### src/rtl/pixel_stream_arbiter_if.sv
// Pixel stream arbiter bus: source select, RGB/gray pixel inputs,
// and the two valid/ready SDRAM write ports.
interface pixel_stream_arbiter_if #(
   parameter int PIX_W    = 8,
   parameter int NUM_GRAY = 2,
   parameter int SEL_W    = 3
);
   logic [SEL_W-1:0]          iSelect;
   logic                      iFrame_start;
   logic                      iRGB_valid;
   logic [PIX_W-1:0]          iRGB_R;
   logic [PIX_W-1:0]          iRGB_G;
   logic [PIX_W-1:0]          iRGB_B;
   logic [NUM_GRAY-1:0]       iGray_valid;
   logic [NUM_GRAY*PIX_W-1:0] iGray;
   logic                      iWr1_ready;
   logic                      iWr2_ready;
   logic                      iClear_ovf;
   logic                      oWr1_valid;
   logic                      oWr2_valid;
   logic [2*PIX_W-1:0]        oWr1_data;
   logic [2*PIX_W-1:0]        oWr2_data;
   logic [SEL_W-1:0]          oMode;
   logic [1:0]                oOverflow;

   modport master (
      output iSelect, iFrame_start,
      output iRGB_valid, iRGB_R, iRGB_G, iRGB_B,
      output iGray_valid, iGray,
      output iWr1_ready, iWr2_ready, iClear_ovf,
      input  oWr1_valid, oWr2_valid,
      input  oWr1_data, oWr2_data,
      input  oMode, oOverflow
   );

   modport slave (
      input  iSelect, iFrame_start,
      input  iRGB_valid, iRGB_R, iRGB_G, iRGB_B,
      input  iGray_valid, iGray,
      input  iWr1_ready, iWr2_ready, iClear_ovf,
      output oWr1_valid, oWr2_valid,
      output oWr1_data, oWr2_data,
      output oMode, oOverflow
   );
endinterface

### src/rtl/pixel_stream_arbiter.sv
// RGB/gray source arbiter with per-port write FIFOs and sticky overflow.
// Optional macro ARB_GRAY_PACK_EN packs two gray pixels per port-1 word.
module pixel_stream_arbiter #(
   parameter int PIX_W      = 8,
   parameter int NUM_GRAY   = 2,
   parameter int FIFO_DEPTH = 4,
   parameter int SEL_W      = 3
) (
   input logic iClk,
   input logic iRst_n,
   pixel_stream_arbiter_if.slave bus
);
   localparam int DW = 2 * PIX_W;
   localparam int AW = (FIFO_DEPTH > 1) ? $clog2(FIFO_DEPTH) : 1;

   logic [SEL_W-1:0]   mode_q;
   logic [SEL_W-1:0]   eff;
   logic               racc;
   logic               gacc;
   logic [PIX_W-1:0]   gpix;
   logic [1:0]         push;
   logic [1:0]         rdy;
   logic [1:0]         vld;
   logic [1:0]         ovf_set;
   logic [1:0][DW-1:0] wd;
   logic [1:0][DW-1:0] rd;
   logic [1:0]         ovf_q;

   // The frame-start cycle already uses the newly requested mode.
   always_comb begin
      eff  = bus.iFrame_start ? bus.iSelect : mode_q;
      racc = (eff == SEL_W'(1)) && bus.iRGB_valid;
      gacc = 1'b0;
      gpix = '0;
      for (int k = 0; k < NUM_GRAY; k++) begin
         if (eff == SEL_W'(k + 2)) begin
            gacc = bus.iGray_valid[k];
            gpix = bus.iGray[k*PIX_W +: PIX_W];
         end
      end
   end

   always_ff @(posedge iClk) begin
      if (!iRst_n) mode_q <= '0;
      else if (bus.iFrame_start) mode_q <= bus.iSelect;
   end

`ifdef ARB_GRAY_PACK_EN
   logic             phase_q;
   logic             phase_eff;
   logic [PIX_W-1:0] p0_q;

   assign phase_eff = phase_q && !bus.iFrame_start;

   always_ff @(posedge iClk) begin
      if (!iRst_n) begin
         phase_q <= 1'b0;
         p0_q    <= '0;
      end else if (gacc) begin
         phase_q <= !phase_eff;
         if (!phase_eff) p0_q <= gpix;
      end else if (bus.iFrame_start) begin
         phase_q <= 1'b0;
      end
   end
`endif

   always_comb begin
      push = 2'b00;
      wd   = '0;
      if (racc) begin
         push  = 2'b11;
         wd[0] = {bus.iRGB_R, bus.iRGB_G};
         wd[1] = {bus.iRGB_B, {PIX_W{1'b0}}};
      end else if (gacc) begin
`ifdef ARB_GRAY_PACK_EN
         if (phase_eff) begin
            push[0] = 1'b1;
            wd[0]   = {gpix, p0_q};
         end
`else
         push  = 2'b11;
         wd[0] = {gpix, gpix};
         wd[1] = {gpix, gpix};
`endif
      end
   end

   assign rdy = {bus.iWr2_ready, bus.iWr1_ready};

   for (genvar p = 0; p < 2; p++) begin : g_fifo
      logic [DW-1:0] mem [FIFO_DEPTH];
      logic [AW-1:0] rp;
      logic [AW-1:0] wp;
      logic [AW:0]   cnt;
      logic          full;
      logic          pop;
      logic          wr;

      assign full       = cnt == (AW+1)'(FIFO_DEPTH);
      assign vld[p]     = cnt != '0;
      assign pop        = vld[p] && rdy[p];
      // A full FIFO still takes the word when its head leaves this cycle.
      assign wr         = push[p] && (!full || pop);
      assign ovf_set[p] = push[p] && full && !pop;
      assign rd[p]      = vld[p] ? mem[rp] : '0;

      always_ff @(posedge iClk) begin
         if (wr) mem[wp] <= wd[p];
      end

      always_ff @(posedge iClk) begin
         if (!iRst_n) begin
            rp  <= '0;
            wp  <= '0;
            cnt <= '0;
         end else begin
            if (pop) rp <= rp + AW'(1);
            if (wr) wp <= wp + AW'(1);
            cnt <= cnt + (AW+1)'(wr) - (AW+1)'(pop);
         end
      end
   end

   always_ff @(posedge iClk) begin
      if (!iRst_n) ovf_q <= 2'b00;
      else ovf_q <= (bus.iClear_ovf ? 2'b00 : ovf_q) | ovf_set;
   end

   assign bus.oWr1_valid = vld[0];
   assign bus.oWr2_valid = vld[1];
   assign bus.oWr1_data  = rd[0];
   assign bus.oWr2_data  = rd[1];
   assign bus.oMode      = mode_q;
   assign bus.oOverflow  = ovf_q;
endmodule

### src/flat_wrapper.sv
// flat-port wrapper written by rule: the top's interface ports become plain ports
module pixel_stream_arbiter_flat 
#(
   parameter int PIX_W      = 8,
   parameter int NUM_GRAY   = 2,
   parameter int FIFO_DEPTH = 4,
   parameter int SEL_W      = 3
)
  (iClk, iRst_n, bus_iSelect, bus_iFrame_start, bus_iRGB_valid, bus_iRGB_R, bus_iRGB_G, bus_iRGB_B, bus_iGray_valid, bus_iGray, bus_iWr1_ready, bus_iWr2_ready, bus_iClear_ovf, bus_oWr1_valid, bus_oWr2_valid, bus_oWr1_data, bus_oWr2_data, bus_oMode, bus_oOverflow);
  pixel_stream_arbiter_if #(.PIX_W(PIX_W), .NUM_GRAY(NUM_GRAY), .SEL_W(SEL_W)) bus_i ();
  input logic iClk;
  input logic iRst_n;
  input wire logic [$bits(bus_i.iSelect)-1:0] bus_iSelect;
  input wire logic [$bits(bus_i.iFrame_start)-1:0] bus_iFrame_start;
  input wire logic [$bits(bus_i.iRGB_valid)-1:0] bus_iRGB_valid;
  input wire logic [$bits(bus_i.iRGB_R)-1:0] bus_iRGB_R;
  input wire logic [$bits(bus_i.iRGB_G)-1:0] bus_iRGB_G;
  input wire logic [$bits(bus_i.iRGB_B)-1:0] bus_iRGB_B;
  input wire logic [$bits(bus_i.iGray_valid)-1:0] bus_iGray_valid;
  input wire logic [$bits(bus_i.iGray)-1:0] bus_iGray;
  input wire logic [$bits(bus_i.iWr1_ready)-1:0] bus_iWr1_ready;
  input wire logic [$bits(bus_i.iWr2_ready)-1:0] bus_iWr2_ready;
  input wire logic [$bits(bus_i.iClear_ovf)-1:0] bus_iClear_ovf;
  output wire logic [$bits(bus_i.oWr1_valid)-1:0] bus_oWr1_valid;
  output wire logic [$bits(bus_i.oWr2_valid)-1:0] bus_oWr2_valid;
  output wire logic [$bits(bus_i.oWr1_data)-1:0] bus_oWr1_data;
  output wire logic [$bits(bus_i.oWr2_data)-1:0] bus_oWr2_data;
  output wire logic [$bits(bus_i.oMode)-1:0] bus_oMode;
  output wire logic [$bits(bus_i.oOverflow)-1:0] bus_oOverflow;
  assign bus_i.iSelect = bus_iSelect;
  assign bus_i.iFrame_start = bus_iFrame_start;
  assign bus_i.iRGB_valid = bus_iRGB_valid;
  assign bus_i.iRGB_R = bus_iRGB_R;
  assign bus_i.iRGB_G = bus_iRGB_G;
  assign bus_i.iRGB_B = bus_iRGB_B;
  assign bus_i.iGray_valid = bus_iGray_valid;
  assign bus_i.iGray = bus_iGray;
  assign bus_i.iWr1_ready = bus_iWr1_ready;
  assign bus_i.iWr2_ready = bus_iWr2_ready;
  assign bus_i.iClear_ovf = bus_iClear_ovf;
  assign bus_oWr1_valid = bus_i.oWr1_valid;
  assign bus_oWr2_valid = bus_i.oWr2_valid;
  assign bus_oWr1_data = bus_i.oWr1_data;
  assign bus_oWr2_data = bus_i.oWr2_data;
  assign bus_oMode = bus_i.oMode;
  assign bus_oOverflow = bus_i.oOverflow;
  pixel_stream_arbiter #(.PIX_W(PIX_W), .NUM_GRAY(NUM_GRAY), .FIFO_DEPTH(FIFO_DEPTH), .SEL_W(SEL_W)) u_core (.iClk(iClk), .iRst_n(iRst_n), .bus(bus_i));
endmodule
### config.mk
export PLATFORM = sky130hd
export DESIGN_NAME = pixel_stream_arbiter_flat
export DESIGN_NICKNAME = d
export VERILOG_FILES = /design/src/rtl/pixel_stream_arbiter_if.sv /design/src/rtl/pixel_stream_arbiter.sv /design/src/flat_wrapper.sv
export SDC_FILE = /design/constraint.sdc
export NUM_CORES = 1
export LEC_CHECK = 0
export ABC_AREA = 1
export CAP_MARGIN = 20
export CORE_ASPECT_RATIO = 0.6
export CORE_MARGIN = 2
export CORE_UTILIZATION = 45
export DETAILED_ROUTE_END_ITERATION = 10
export GPL_TIMING_DRIVEN = 0
export PLACE_DENSITY = 0.68
export SKIP_LAST_GASP = 1
export SLEW_MARGIN = 25
export SYNTH_ARGS = -nofsm -noshare
export SYNTH_HDL_FRONTEND = slang
export SYNTH_SLANG_ARGS = --single-unit
### constraint.sdc
create_clock -name iClk -period 5.45 [get_ports iClk]
set_input_delay 0.545 -clock iClk [delete_from_list [all_inputs] [get_ports iClk]]
set_output_delay 0.545 -clock iClk [all_outputs]
set_load 0.1 [all_outputs]
* Yosys cells after proc, flatten, opt, wreduce, memory -nomap -nowiden *
Memories as Yosys holds them, arrays and structs flattened. A register that Yosys moved wholly into a read port is not among the register bits.
Index checks and enable logic that the tools add are counted.
Widths: inputs -> output; s select.

word-level totals
  bits in registers = 19
  bits in writable memories = 128
  input bits = 52
  output and inout bits = 39
  word-level logic and storage cells = 61
  memories = 2

memory list
  memory                depth  bits a word  rd ports  clocked after memory_dff  write ports  RTL line                    source
  u_core.g_fifo[0].mem  4      16           1         1                         1            pixel_stream_arbiter.sv:92  logic [DW-1:0] mem [FIFO_DEPTH];
  u_core.g_fifo[1].mem  4      16           1         1                         1            pixel_stream_arbiter.sv:92

operators by class
  add/sub/neg operators = 8
  equal/unequal tests = 5
  multiplexer cells = 20
  bitwise gates (word level) = 1
  reduce and logical (&&, ||, !) cells = 17

operator list
  cell                 number
  $mux 32              2
  $mux 16              2
  $mux 8               2
  $mux 2               7
  $logic_and 1x1->1    9
  $add 2x1->2 const B  4
  $add 3x1->3          2
  $eq 3x2->1 const B   2
  $eq 3x3->1 const B   2
  $mux 1               6
  $reduce_bool 3->1    2
  $sub 3x1->3          2
  $logic_not 1->1      4
  $eq 3x1->1 const B   1
  $mux 3               1
  $logic_or 1x1->1     2
  $or 2x2->2           1

* Longest topological paths before layout *
  depth in word-level cells = 9
  gate-level depth with buffers = 15
  mapped depth without buffers = 14

* Worst setup path after synthesis *
Ideal clock, no wire load.

  path type = register -> output
  start = register with a tool-made name
  end = output bus_oWr1_data[5]
  arrival time = 2.455 ns
  required time = 4.905 ns
  path slack = 2.450 ns
  stages on the path, launching flop included = 7
  path buffers = 2
  cells stage by stage = dfxtp_1 -> clkbuf_1 -> clkbuf_1 -> nor2_1 -> nor2_1 -> o21ai_0 -> a21oi_1

RTL lines
  what       RTL line            source
  to (decl)  flat_wrapper.sv:26  output wire logic [$bits(bus_i.oWr1_data)-1:0] bus_oWr1_data;

==> metrics <==
YS warnings=0; Slew @ Worst Pin=between 0.9 and 1 ns; TNS Setup=0 ns; cts repair resizes=0; DP Area=~7800 um2; H-Tree Depth=4; Slew HR=34.05%; commonest non-fill, non-tap cells in the layout=nor2_1, edfxtp_1, inv_1, o21ai_0, clkdlybuf4s50_1; cells along the critical path=clkbuf_1 -> inv_2 -> clkbuf_1 -> o21ai_0 -> a21oi_1 -> clkdlybuf4s50_1; iteration-0 DRC count of the detailed router=455; Fill cells=1,190; clock slew at reported path FFs=~0.06 ns; Initial Utilization=45.65%; synthesized flop and latch total=151; switching share of power=45.85%; num ports=roughly 90; Hold Vio Cnt, Final=0; Mean Syn Cell Area=between 10 and 15 um2; dominant cell type by area after synthesis=edfxtp_1; sequential area share after synthesis=around two thirds; endpoint class of the critical path=primary output; clock root buffer=clkbuf_16; Maximum Capacitance Violations=0; share of layout cells above drive strength 1=8.735%; total power=around 0.0046 W; CP max stage cell=clkdlybuf4s50_1; DRT antenna net count=0; PD cells=544.8 nW/um2; hold depth=2; Worst R2R End=u_core.g_fifo[0].cnt[2]; CP most frequent cell=clkbuf_1; num rows=34; WL/cell=17.03 um; Pre-antenna DRT Iters=5; WP data required=about 4.9 ns; Synth Area in Adders=2.906%; Layout Nets=approximately 800; TritonCTS sink count=about 150; Post-CTS Hold Fix Bufs=0; worst hold path class=reg -> reg; mapped cell area=6545 um2; post-synthesis mux area share=0%; fin crit share=between 60 and 70%; Placer Congestion=0.8149; count of cell types in the netlist=23; Worst Setup Start Kind=flop; global-route wire length before repair=25,640 um; Peak VDD IR=~0.38 mV; run status=finished clean; worst clock skew=0.008631 ns; via count=4,873; XOR/XNOR share of the synthesized area=0.2676%; combinational family with the most area after synthesis=simple AND/OR/NAND/NOR gates; Leakage=around 3.3 nW; CP max stage delay=1.21 ns; vias in the first global route=4,821; CTS Buf Count=17; Pint=0.002483 W; DRC viols=0; unrepaired setup endpoints after global routing=false; Util after Layout=58.72%; die area=15,560 um2; Vias/cell=5.050; CP bufs+invs=4; port buffer count=90; pin count of the biggest net entering global routing=17; R2R Setup Slk=2.93 ns; clock power share=~26%; HPWL after detailed placement=~11,000 um; hold path start=u_core.g_fifo[1].rp[1]; worst reg2reg path depth=10; R2R Path Start=u_core.g_fifo[0].cnt[1]; aggregate routed wire length=approximately 16,000 um; all-layer global routing usage=22.12%; Syn-to-layout area delta=28.62%; worst path arrival time=between 3 and 4 ns; top cells by area, synth=edfxtp_1, nor2_1, dfxtp_1; total gr overflow=0; TritonCTS clock tree=done; Logic pwr share=roughly 45%; kind of critical path=reg -> out; sw power=~0.0021 W; chip width=159.7 um; Tmin final=3.798 ns; cell family with most CP delay=buffers and inverters; Clock Tree Buf Depth=2; setup violators final=0; post-route setup slack=~1.7 ns; f_max=about 0.26 GHz; crit-path max FO=10; Sequential Power Share=29.1%; antenna cells=0; clock latency on the worst-skew pair=0.42 ns; design area=8418 um2; net count after synthesis=703; cells after synthesis=approximately 640; simple-gate share of the synthesized area=12.66%; max-slew violation count=0; initial antenna violation count=0; pre-CTS setup slack=2.188 ns; share of the synthesized area in the top cell type=58.73%; post-CTS setup buffers=0; core area=~14,000 um2; most common cell after layout, fill and taps aside=nor2_1; Compound-Gate Fraction of Synth Area=11.24%; die height=between 90 and 100 um
## stage by stage
| step | hold slack, ns | cells |
|---|---|---|
| after floorplan | 0.4366 | 637 |
| after global placement | 0.4482 | 925 |
| after detailed placement | 0.4581 | 933 |
| after CTS | 0.4806 | 965 |
| after global routing | 0.5044 | 965 |
| final | 0.4723 | 965 |
## synth_stat cells
cell type  number
a21oi_1        45
buf_2           6
buf_6           1
clkbuf_1       19
dfxtp_1        23
edfxtp_1      128
fa_1            2
ha_1           12
inv_1          92
inv_2           3
nand2_1        35
nand2_2         3
nand2_4         2
nand3_1         6
nand3_2         2
nand4_1         4
nor2_1        148
nor2_2          3
o21ai_0        90
o21ai_1         2
o22ai_1         8
or2_2           1
xor2_1          2
## area by class of cell
cell class / count / area, um2 / area share, %
inverter: 95 / 356.6 / 4.236
sequential: 151 / 4304 / 51.13
timing repair buffer: 98 / 1006 / 11.95
clock buffer: 18 / 429.2 / 5.098
tap: 198 / 247.7 / 2.943
clock inverter: 14 / 170.2 / 2.021
buffer: 26 / 112.6 / 1.338
multi-input combinational: 365 / 1792 / 21.28
## metal layers
| metal | up-vias | GRT usage, % | routed length (um) |
|---|---|---|---|
| met5 | - | 0 | 0 |
| met4 | 0 | 7.413 | 344 |
| met3 | 29 | 5.890 | 1292 |
| met2 | 188 | 33.50 | 7352 |
| met1 | 2302 | 31.10 | 7443 |
| li1 | 2354 | - | - |
## worst reg2reg max path, cell delays in order (launching register included)
cell and delay [ns]:
dfxtp_1 0.31, inv_1 0.11, nand2_1 0.08, nor2_2 0.39, nor2_1 0.17, ha_1 0.32
inv_1 0.05, ha_1 0.20, fa_1 0.38, or2_2 0.30, a21oi_1 0.14
## registers in the layout, indices dropped and copies added (netlist names), named ones only
name and cells:
u_core.bus.oMode 3, u_core.bus.oOverflow 2, u_core.g_fifo.cnt 6, u_core.g_fifo.mem 128, u_core.g_fifo.rp 4, u_core.g_fifo.wp 4
## how the worst max path moves through the flow
stage | from | end | slack, ns | cells after the start
2_1_floorplan | flop | bus_oWr1_data[5] | 2.45 | 6
3_3_place_gp | bus_iFrame_start | u_core.g_fifo[1].mem[2][14] | 1.77 | 10
3_5_place_dp | flop | bus_oWr2_data[6] | 2.19 | 7
4_1_cts | flop | bus_oWr1_data[0] | 1.71 | 6
5_1_grt | flop | bus_oWr1_data[7] | 1.52 | 7
6_report | flop | bus_oWr1_data[0] | 1.65 | 6
## power by group through the flow
| stage | Combinational (W) | Sequential (W) | Clock, W |
|---|---|---|---|
| 3_3_place_gp | 0.00202 | 0.00136 | 0 |
| 2_1_floorplan | 0.00152 | 0.00137 | 0 |
| 3_5_place_dp | 0.00205 | 0.00136 | 0 |
| 6_report | 0.00206 | 0.00134 | 0.00119 |
| 5_1_grt | 0.00216 | 0.00134 | 0.00126 |
| 4_1_cts | 0.00206 | 0.00134 | 0.00120 |
## cell families (layout without fill, tap and decap cells)
family | count (synthesis) | count (layout)
and+or+nand+nor | 204 | 204
DFF | 151 | 151
AOI/OAI and AO/OA | 145 | 145
buffers and inverters | 121 | 251
adders and majority gates | 14 | 14
xor gates and xnor gates | 2 | 2
Note: power is estimated with default switching activity, not from simulation.
